File: src/rtl/cpu_pkg.sv
// Shared opcode and state encodings for the accumulator core and its ALU.
package cpu_pkg;

    localparam logic [3:0] OP_NOP  = 4'h0;
    localparam logic [3:0] OP_LDI  = 4'h1;
    localparam logic [3:0] OP_LDR  = 4'h2;
    localparam logic [3:0] OP_STR  = 4'h3;
    localparam logic [3:0] OP_ADD  = 4'h4;
    localparam logic [3:0] OP_SUB  = 4'h5;
    localparam logic [3:0] OP_AND  = 4'h6;
    localparam logic [3:0] OP_OR   = 4'h7;
    localparam logic [3:0] OP_XOR  = 4'h8;
    localparam logic [3:0] OP_SHL  = 4'h9;
    localparam logic [3:0] OP_SHR  = 4'hA;
    localparam logic [3:0] OP_JMP  = 4'hB;
    localparam logic [3:0] OP_JZ   = 4'hC;
    localparam logic [3:0] OP_JC   = 4'hD;
    localparam logic [3:0] OP_ADDI = 4'hE;
    localparam logic [3:0] OP_HLT  = 4'hF;

    typedef enum logic [2:0] {
        ST_IDLE   = 3'd0,
        ST_FETCH  = 3'd1,
        ST_DECODE = 3'd2,
        ST_EXEC   = 3'd3,
        ST_HALT   = 3'd4
    } state_t;

    // Ops whose result lands in the accumulator (and therefore update Z).
    function automatic logic writes_acc(input logic [3:0] op);
        case (op)
            OP_LDI, OP_LDR, OP_ADD, OP_SUB, OP_AND, OP_OR,
            OP_XOR, OP_SHL, OP_SHR, OP_ADDI: writes_acc = 1'b1;
            default:                         writes_acc = 1'b0;
        endcase
    endfunction

endpackage

File: src/rtl/cpu_alu.sv
// Combinational ALU. Carry passes through from cin for ops that leave C alone,
// and y defaults to a, so the core can latch cout unconditionally in EXEC.
module cpu_alu
    import cpu_pkg::*;
#(
    parameter int DATA_W = 8
) (
    input  logic [3:0]        op,
    input  logic [DATA_W-1:0] a,
    input  logic [DATA_W-1:0] b,
    input  logic              cin,
    output logic [DATA_W-1:0] y,
    output logic              cout,
    output logic              z
);

    logic [DATA_W:0] sum;

    always_comb begin
        sum  = {1'b0, a} + {1'b0, b};
        y    = a;
        cout = cin;
        case (op)
            OP_LDI, OP_LDR: y = b;
            OP_ADD, OP_ADDI: begin
                y    = sum[DATA_W-1:0];
                cout = sum[DATA_W];
            end
            OP_SUB: begin
                y    = a - b;
                cout = (a < b);
            end
            OP_AND: begin
                y    = a & b;
                cout = 1'b0;
            end
            OP_OR: begin
                y    = a | b;
                cout = 1'b0;
            end
            OP_XOR: begin
                y    = a ^ b;
                cout = 1'b0;
            end
            OP_SHL: begin
                y    = {a[DATA_W-2:0], 1'b0};
                cout = a[DATA_W-1];
            end
            OP_SHR: begin
                y    = {1'b0, a[DATA_W-1:1]};
                cout = a[0];
            end
            default: ;
        endcase
        z = (y == '0);
    end

endmodule

File: src/rtl/acc_cpu_core.sv
// Accumulator CPU core: fetch/decode/exec controller, PC, register file,
// accumulator and flags around a combinational ALU.
//
//   state     | meaning
//   ----------+---------------------------------------------------
//   ST_IDLE   | after reset, waiting for run
//   ST_FETCH  | imem_req high at pc, waiting for imem_ack
//   ST_DECODE | ir valid, pc advances
//   ST_EXEC   | ALU result / store / jump committed
//   ST_HALT   | stopped after HLT, run resumes at pc
module acc_cpu_core
    import cpu_pkg::*;
#(
    parameter int DATA_W = 8,
    parameter int ADDR_W = 8,
    parameter int OPND_W = 4
) (
    input  logic                CLK,
    input  logic                CLB,
    input  logic                run,
    output logic                imem_req,
    output logic [ADDR_W-1:0]   imem_addr,
    input  logic                imem_ack,
    input  logic [OPND_W+3:0]   imem_rdata,
    output logic [ADDR_W-1:0]   pc_out,
    output logic [DATA_W-1:0]   acc_out,
    output logic                flag_z,
    output logic                flag_c,
    output logic                halted
);

    localparam int INSTR_W   = 4 + OPND_W;
    localparam int REG_DEPTH = 2 ** OPND_W;

    state_t              state, state_nx;
    logic [ADDR_W-1:0]   pc;
    logic [DATA_W-1:0]   acc;
    logic [INSTR_W-1:0]  ir;
    logic [DATA_W-1:0]   regs [REG_DEPTH];
    logic                zf, cf;

    logic [3:0]          opcode;
    logic [OPND_W-1:0]   opnd;
    logic [DATA_W-1:0]   reg_rd;
    logic [DATA_W-1:0]   alu_b;
    logic [DATA_W-1:0]   alu_y;
    logic                alu_cout, alu_z;
    logic                jump_taken;

    assign opcode = ir[INSTR_W-1 -: 4];
    assign opnd   = ir[OPND_W-1:0];
    assign reg_rd = regs[opnd];
    assign alu_b  = (opcode == OP_LDI || opcode == OP_ADDI) ? DATA_W'(opnd) : reg_rd;

    assign jump_taken = (opcode == OP_JMP) ||
                        (opcode == OP_JZ && zf) ||
                        (opcode == OP_JC && cf);

    cpu_alu #(.DATA_W(DATA_W)) u_alu (
        .op   (opcode),
        .a    (acc),
        .b    (alu_b),
        .cin  (cf),
        .y    (alu_y),
        .cout (alu_cout),
        .z    (alu_z)
    );

    always_ff @(posedge CLK or posedge CLB) begin
        if (CLB) state <= ST_IDLE;
        else     state <= state_nx;
    end

    always_comb begin
        state_nx = state;
        imem_req = 1'b0;
        halted   = 1'b0;
        case (state)
            ST_IDLE:   if (run) state_nx = ST_FETCH;
            ST_FETCH: begin
                imem_req = 1'b1;
                if (imem_ack) state_nx = ST_DECODE;
            end
            ST_DECODE: state_nx = ST_EXEC;
            ST_EXEC:   state_nx = (opcode == OP_HLT) ? ST_HALT : ST_FETCH;
            ST_HALT: begin
                halted = 1'b1;
                if (run) state_nx = ST_FETCH;
            end
            default:   state_nx = ST_IDLE;
        endcase
    end

    // Every architectural write is gated by state, so an async reset in any
    // state leaves nothing half-committed.
    always_ff @(posedge CLK or posedge CLB) begin
        if (CLB) begin
            pc  <= '0;
            acc <= '0;
            ir  <= '0;
            zf  <= 1'b0;
            cf  <= 1'b0;
            for (int i = 0; i < REG_DEPTH; i++) regs[i] <= '0;
        end else begin
            case (state)
                ST_FETCH:  if (imem_ack) ir <= imem_rdata;
                ST_DECODE: pc <= pc + ADDR_W'(1);
                ST_EXEC: begin
                    if (jump_taken) pc <= reg_rd[ADDR_W-1:0];
                    if (writes_acc(opcode)) begin
                        acc <= alu_y;
                        zf  <= alu_z;
                    end
                    cf <= alu_cout;
                    if (opcode == OP_STR) regs[opnd] <= acc;
                end
                default: ;
            endcase
        end
    end

    assign imem_addr = pc;
    assign pc_out    = pc;
    assign acc_out   = acc;
    assign flag_z    = zf;
    assign flag_c    = cf;

endmodule

File: config.mk
export PLATFORM = sky130hd
export DESIGN_NAME = acc_cpu_core
export DESIGN_NICKNAME = d
export VERILOG_FILES = /design/src/rtl/cpu_pkg.sv /design/src/rtl/cpu_alu.sv /design/src/rtl/acc_cpu_core.sv
export SDC_FILE = /design/constraint.sdc
export NUM_CORES = 1
export LEC_CHECK = 0
export CELL_PAD_IN_SITES_DETAIL_PLACEMENT = 1
export CELL_PAD_IN_SITES_GLOBAL_PLACEMENT = 1
export CORE_UTILIZATION = 50
export DETAILED_ROUTE_END_ITERATION = 10
export PLACE_DENSITY = 0.83
export SLEW_MARGIN = 20
export SYNTH_ARGS = -nofsm -noshare
export SYNTH_HDL_FRONTEND = slang
export SYNTH_SLANG_ARGS = --single-unit
File: constraint.sdc
create_clock -name CLK -period 7 [get_ports CLK]
set_input_delay 1.4 -clock CLK [delete_from_list [all_inputs] [get_ports CLK]]
set_output_delay 1.4 -clock CLK [all_outputs]
set_load 0.03 [all_outputs]
==> results, run 1 <==
- The deepest level of the CTS H-tree is 4.
- The flow ran to the end, and the final reports show no timing, DRC or antenna violations.
- Between clock sinks in the finished design, the worst skew comes to between 0.01 and 0.015 ns.
- Dividing the detail-routed wire length by the instance count gives about 28 µm.
- The worst hold path class is reg2reg.
- The distinct cell type count of the synthesized netlist is between 60 and 70.
- The total area inside the core boundary comes to 0.0174 mm².
- The per-cell via count in the routed design is between 6 and 7.
- Of the cells placed in the final design, the portion with a size suffix greater than 1 is 0.228.
- The final route contains ~7000 vias.
- Sorting the synthesized cells by area gives the leading types as dfrtp_1 (44%), mux2_2 (13%), mux4_2 (5.0%).
- The area added between synthesis and finish is 12.2%.
- The share of the Yosys chip area taken by registers is 0.438.
- Data on the critical path arrives at its endpoint at 5.14 ns.
- Of the available clock period, the critical path in the final layout requires 0.680.
- The type of element launching the critical path is a flop.
- For the worst-skew pair, the clock arrives at the later sink with an insertion delay of about 0.45 ns.
- The number of antenna violations at the first check in global routing was 0.
- dfrtp_1 is the most common cell in the netlist.
- The critical path class is reg2reg.
- In this run, CTS created clock tree buffers numbering 17.
- The cell area power density is approximately 460 mW/mm².
- The clock passes through at most 2 buffers.
- By count the netlist is led by dfrtp_1 (157), mux2_2 (106), nand2_1 (87).
- The peak supply drop is 0.000253 V.
- Counting every net in the synthesized netlist gives approximately 840.
- The initial utilization of the core area, before any placement, comes to 0.515.
- After detailed routing, the number of remaining DRC violations is 0.
- TritonCTS built the clock tree.
- The total die area is roughly 0.018 mm².
- The placed wire-length estimate is 19900 µm.
- Row generation in the floorplan step produced between 40 and 50 rows.
- The final layout contains routed wiring with a total length of just under 30000 µm.
- The post-cts resize count is 0.
- The Yosys step of the flow raised 0 warnings.
- For this run, the leading register cell type out of synthesis is dfrtp_1.
- The detailed router finished its first iteration with 589 violations.
- The final number of setup-violating endpoints is 0.
- For this run, the total global-route usage over all layers was measured as 0.340.
- The wire length of the first global-routing pass is between 40000 and 50000 µm.
- For the worst setup path, the data required time is 7.38 ns.
- The tree is rooted in a clkbuf_16.
- The actual transition at the worst max-transition pin is approximately 1.0 ns.
- The kind of end point of the critical path is a flop.
- Counting flops with an async set or reset pin after synthesis yields a share of 1.00.
- The combined area of the multi-input logic cells is about 0.0046 mm².
- In this run the horizontal extent of the chip is roughly 140 µm.
- The first detailed-routing pass ran for 5 iterations.
- The via count of the first global-routing pass is around 7500.
- Setup repair after global routing left no endpoint under its margin.
- The final count of hold timing violations is 0.
- 0 antenna diodes ended up in the layout.
- After clock tree synthesis, the flow added hold-fix buffers numbering 0.
- The post-CTS setup buffer count is 0.
- The peak clock frequency supported by timing is between 200 and 250 MHz.
- The die is about 140 µm tall.
- The total global routing overflow is 0.
- Clock-pin slew was measured on the worst setup and hold paths at about 0.08 ns.
- The count of flip-flops with a built-in enable after synthesis is 0.
- The post-detailed-placement cell area is ~0.0095 mm².
- In this run the tool buffered the top-level ports with 39 buffer cells.
- The CTS sink count is 157.
- The end-of-flow core utilization is 0.578.
- The post-route cell area is approximately 0.01 mm².
- The area share of the leading cell type in the synthesized netlist is 0.438.
- The post-synthesis instance area is 0.00897 mm².
- The I/O pin count is 40.
- The shortest clock period the worst path allows after layout is 4.76 ns.
- The post-synthesis sequential element count is ~160.
- The max-capacitance violation count is 0.
- The total area of sequential cells is around 0.004 mm².
- The aggregate negative setup slack is 0 ns.
- The layout net count is approximately 860.
- The average instance in the mapped netlist occupies between 10 and 15 µm².
- The count of pins over their slew limit came to 0.
- The largest net degree at the start of global routing is between 90 and 100.
- Total power for the finished layout comes to 0.00465 W.
- Of all cell types, the one taking the most synthesized area is dfrtp_1.
- The number of filler instances in the final layout is 1799.
- The final weighted congestion of routability-driven global placement is approximately 1.0.
- Synthesis produced 799 cells.
- The leakage power is 4.63 nW.
- The number of antenna-violating nets in the routed design is 0.
- Measured against its own limit, the worst slew margin works out to 0.307.
- Along the worst path, the maximum fanout reaches 19.
[per-layer routing]
layer	GRT usage	wire length (µm)	up-vias
li1	-	-	2966
met1	0.416	11700	3661
met2	0.587	15000	245
met3	0.0544	1290	82
met4	0.159	1210	0
met5	0	0	-
[layout by cell type (no fill, tap or decap), drive strengths merged, types with 16 or more instances in the layout]
cell type	count
inv	39
mux2	106
ha	29
nor2	29
clkbuf	17
dfrtp	157
clkdlybuf4s50	39
nor3	16
nand2	87
o21ai	55
a21oi	33
mux4	31
[per-stage QoR]
stage	setup slack (ns)	hold slack [ns]	std cells
2_1_floorplan	1.37	0.442	799
3_3_place_gp	2.36	0.455	1021
3_5_place_dp	2.34	0.470	1021
4_1_cts	2.32	0.486	1053
5_1_grt	1.98	0.511	1053
6_report	2.24	0.485	1053
[power breakdown]
part	total, W	switching [W]	internal, W
sequential	0.00140	0.000342	0.00106
combinational	0.00228	0.00142	0.000863
clock	0.000971	0.000484	0.000487
[layout make-up]
type / count / share of cell area
Multi-Input combinational cell: 557 / 0.461
Timing Repair Buffer: 50 / 0.0470
Clock buffer: 17 / 0.0423
Clock inverter: 15 / 0.0185
Tap cell: 225 / 0.0280
Inverter: 32 / 0.0124
Sequential cell: 157 / 0.391
[logic make-up (layout without fill, tap and decap cells)]
logic type	Yosys count	in the layout	synth area share
AND/OR/NAND/NOR	194	194	0.104
AO/OA/AOI/OAI	179	179	0.135
flip-flops	157	157	0.438
multiplexers	150	150	0.230
buffers and inverters	85	114	0.0449
adder cells (fa/ha/maj)	31	31	0.0449
XOR/XNOR	3	3	0.00293
[flip-flops by register name (all words and copies together), names as in the netlist]
| register | count |
|---|---|
| regs | 128 |
| acc_out | 8 |
| imem_addr | 8 |
| ir | 8 |
| state | 3 |
| flag_c | 1 |
| flag_z | 1 |
[path summary, 6_finish.rpt]
check,end,slack (ns),startpoint,depth (start not counted)
worst max-delay path,acc_out[7],2.24,ir[3],13
worst min-delay path,regs[113],0.48,regs[113],2
worst max register to register,acc_out[7],2.24,ir[3],13
worst min register to register,regs[113],0.48,regs[113],2
max in group asynchronous,regs[127],4.12,CLB,3
min in group asynchronous,regs[9],1.52,CLB,2
[worst max-delay path, stage by stage (launching register included)]
cell and delay, ns:
dfrtp_1 0.94, mux4_2 0.43, a22o_1 0.28, or2_2 0.33, nand2_1 0.10, a21boi_0 0.44, ha_1 0.46, and3_1 0.23
o2bb2ai_1 0.22, o41ai_1 0.41, xnor2_1 0.22, nand3_1 0.11, a22oi_1 0.31, mux2_2 0.22
Note: power is estimated with default switching activity, not from simulation.
==> run 2, diff against run 1 <==
Clock period 7 ns to 4.9 ns, I/O delays scaled along.
==> run 2 against run 1 <==
Against the previous run: first-iteration DRC count fell by 1.5%; die area did not move; combinational power rose by 50%; maximum frequency rose by 5.4%; power rose by 43%; flip-flop and latch count did not move; design area barely moved; register-to-register slack got worse by 1.9 ns; clock-buffer cell count rose by 2; via count rose by 0.95%.
==> results, run 2 (synthesized netlist as in run 1, its figures left out) <==
- The worst slack after detailed placement is 0.498 ns (was 2.34 ns).
- The CTS tree was built (unchanged).
- The die extent in y was 136 µm (unchanged).
- The leading cell type in the layout, fill and taps excluded was dfrtp_1 (unchanged).
- The leakage power was 4.65 nW (was 4.63 nW).
- The starting utilization of the core area is 0.515 (unchanged).
- The I/O pin count came to 40 (unchanged).
- The final weighted congestion of routability-driven global placement came to 0.950 (was 1.02).
- The total global routing overflow is 0 (unchanged).
- The standard cell core area is 0.0174 mm² (unchanged).
- The combined global-route utilization of all metal layers is 0.348 (was 0.340).
- The max-capacitance violation count is 0 (unchanged).
- The final worst-path setup slack is 0.385 ns (was 2.24 ns).
- The peak clock frequency supported by timing was 221 MHz (was 210 MHz).
- The worst endpoint required time was 5.24 ns (was 7.38 ns).
- The later-pin clock latency in the skew report is 0.44 ns (was 0.45 ns).
- The data arrival time of the worst path is 4.86 ns (was 5.14 ns).
- The post-CTS setup buffer count is 0 (unchanged).
- The shortest clock period the worst path allows after layout is 4.52 ns (was 4.76 ns).
- The total area of sequential cells came to 0.00393 mm² (about the same).
- The post-detailed-route DRC marker count came to 0 (unchanged).
- The count of pins over their slew limit was 0 (unchanged).
- The actual transition at the worst max-transition pin is 1.12 ns (was 1.04 ns).
- The number of filler instances in the final layout is 1823 (was 1799).
- The CTS sink count came to 157 (unchanged).
- The post-cts resize count was 0 (unchanged).
- The layout net count is 868 (was 858).
- The peak supply drop came to 0.000299 V (was 0.000253 V).
- The register-to-register path setup slack is 0.38 ns (was 2.24 ns).
- Run status: complete, no violations (unchanged).
- The kind of end point of the critical path is a flop (unchanged).
- The count of antenna diodes in the layout was 0 (unchanged).
- The clock tree skew after final layout is 0.0162 ns (was 0.0113 ns).
- The number of antenna-violating nets in the routed design is 0 (unchanged).
- The number of buffers inserted for hold repair after clock tree synthesis came to 0 (unchanged).
- The buffer type at the clock tree root is clkbuf_16 (unchanged).
- The worst hold-check slack is 0.490 ns (was 0.485 ns).
- The biggest fanout along the worst timing path is 16 (was 19).
- The area added between synthesis and finish is 12.3% (was 12.2%).
- The first-iteration detailed-routing DRC count came to 580 (was 589).
- The proportion of layout cells with a drive suffix above 1 is 0.232 (was 0.228).
- The buffer depth of the longest clock path was 2 (unchanged).
- The critical path class is reg2reg (unchanged).
- The largest net degree at the start of global routing was 158 (was 94).
- The aggregate negative setup slack is 0 ns (unchanged).
- The per-cell via count in the routed design is 6.61 (was 6.60).
- The wire length of the first global-routing pass is 46300 µm (was 45400 µm).
- The number of search-and-repair iterations in the first detailed-routing pass was 5 (unchanged).
- The cell area power density is 658 mW/mm² (was 462 mW/mm²).
- The deepest level of the CTS H-tree came to 4 (unchanged).
- The combined area of the multi-input logic cells is 0.00464 mm² (about the same).
- The count of buffers from port buffering is 39 (unchanged).
- The via count of the first global-routing pass came to 7676 (was 7473).
- The number of buffers created by CTS is 17 (unchanged).
- The total die area is 0.0185 mm² (unchanged).
- The final wirelength is 30300 µm (was 29200 µm).
- The final routed wire length divided by cell count is 28.5 µm (was 27.7 µm).
- The largest register by flop count is regs (unchanged).
- The remaining max-slew budget at the tightest pin was 0.246 (was 0.307).
- The type of element launching the critical path is a flop (unchanged).
- The worst hold path class is reg2reg (unchanged).
- The share of the clock period used by the worst path after layout is 0.921 (was 0.680).
- RSZ-0062 raised after global routing: false (unchanged).
- The chip width was 136 µm (unchanged).
- The clock slew seen by the registers of the worst setup and hold paths is 0.07 ns (was 0.08 ns).
- The placed wire-length estimate is 20400 µm (was 19900 µm).
- The final count of hold timing violations is 0 (unchanged).
- The final number of setup-violating endpoints is 0 (unchanged).
- The flip-flop count of the largest register, all copies and words added was 128 (unchanged).
- The number of antenna violations at the first check in global routing is 0 (unchanged).
- The standard-cell row count is 48 (unchanged).
- Highest-count cells in the layout ignoring fill and taps: dfrtp_1 (156), mux2_2 (106), nand2_1 (87) (was dfrtp_1 (155), mux2_2 (106), nand2_1 (87)).
- The overall via count from detail_route came to 7020 (was 6954).
## run 2: changes by cell type in the layout (fill, tap and decap cells not counted), moves of 2 or more
cell,delta
buf_4,+9
clkinv_8,-5
clkbuf_1,+2
clkinv_4,+2
clkinvlp_4,+2
inv_8,-2
## run 2: worst max-delay path, stage by stage (launching register included)
cell and delay, ns:
dfrtp_2 0.70, buf_4 0.31, mux2i_1 0.16, a221oi_1 0.55, o21ai_0 0.21, nand2_1 0.30, nand2_1 0.19, ha_1 0.43
a222oi_1 0.35, nor2_1 0.07, a21oi_1 0.20, nand4_1 0.12, a211oi_1 0.39, o2111ai_1 0.21, o41ai_2 0.22
## run 2: stage by stage
step	total power (W)	util	instance area, µm²	std cells
after floorplan	0.00413	-	8970	799
after CTS	0.00660	0.578	10100	1062
after detailed placement	0.00529	0.547	9530	1031
final	0.00663	0.578	10100	1062
after global routing	0.00696	0.578	10100	1062
after global placement	0.00517	0.547	9530	1031
## run 2: final timing paths
path / start / end / depth (start not counted)
min: regs[99] / regs[99] / 2
max: ir[1] / flag_z / 14
min reg2reg: regs[99] / regs[99] / 2
max in group asynchronous: CLB / ir[1] / 3
min in group asynchronous: CLB / regs[56] / 3
max reg2reg: ir[1] / flag_z / 14
## run 2: layout make-up
type | count | share of cell area
flip-flops and latches | 157 | 0.390
well taps | 225 | 0.0279
multi-input cells | 557 | 0.460
clock buffers | 19 | 0.0430
clock inverters | 12 | 0.0108
inverters | 32 | 0.0123
repair buffers | 60 | 0.0556
## run 2: per-layer routing
| metal | up-vias | track usage | share of wire |
|---|---|---|---|
| met5 | - | 0 | 0 |
| met4 | 0 | 0.192 | 0.051 |
| met3 | 98 | 0.0604 | 0.053 |
| met2 | 267 | 0.592 | 0.50 |
| met1 | 3673 | 0.420 | 0.40 |
| li1 | 2982 | - | - |
## run 2: power breakdown
group | internal [W] | total, W | switching, W
registers | 0.00152 | 0.00195 | 0.000431
logic | 0.00128 | 0.00341 | 0.00212
clock network | 0.000663 | 0.00128 | 0.000613
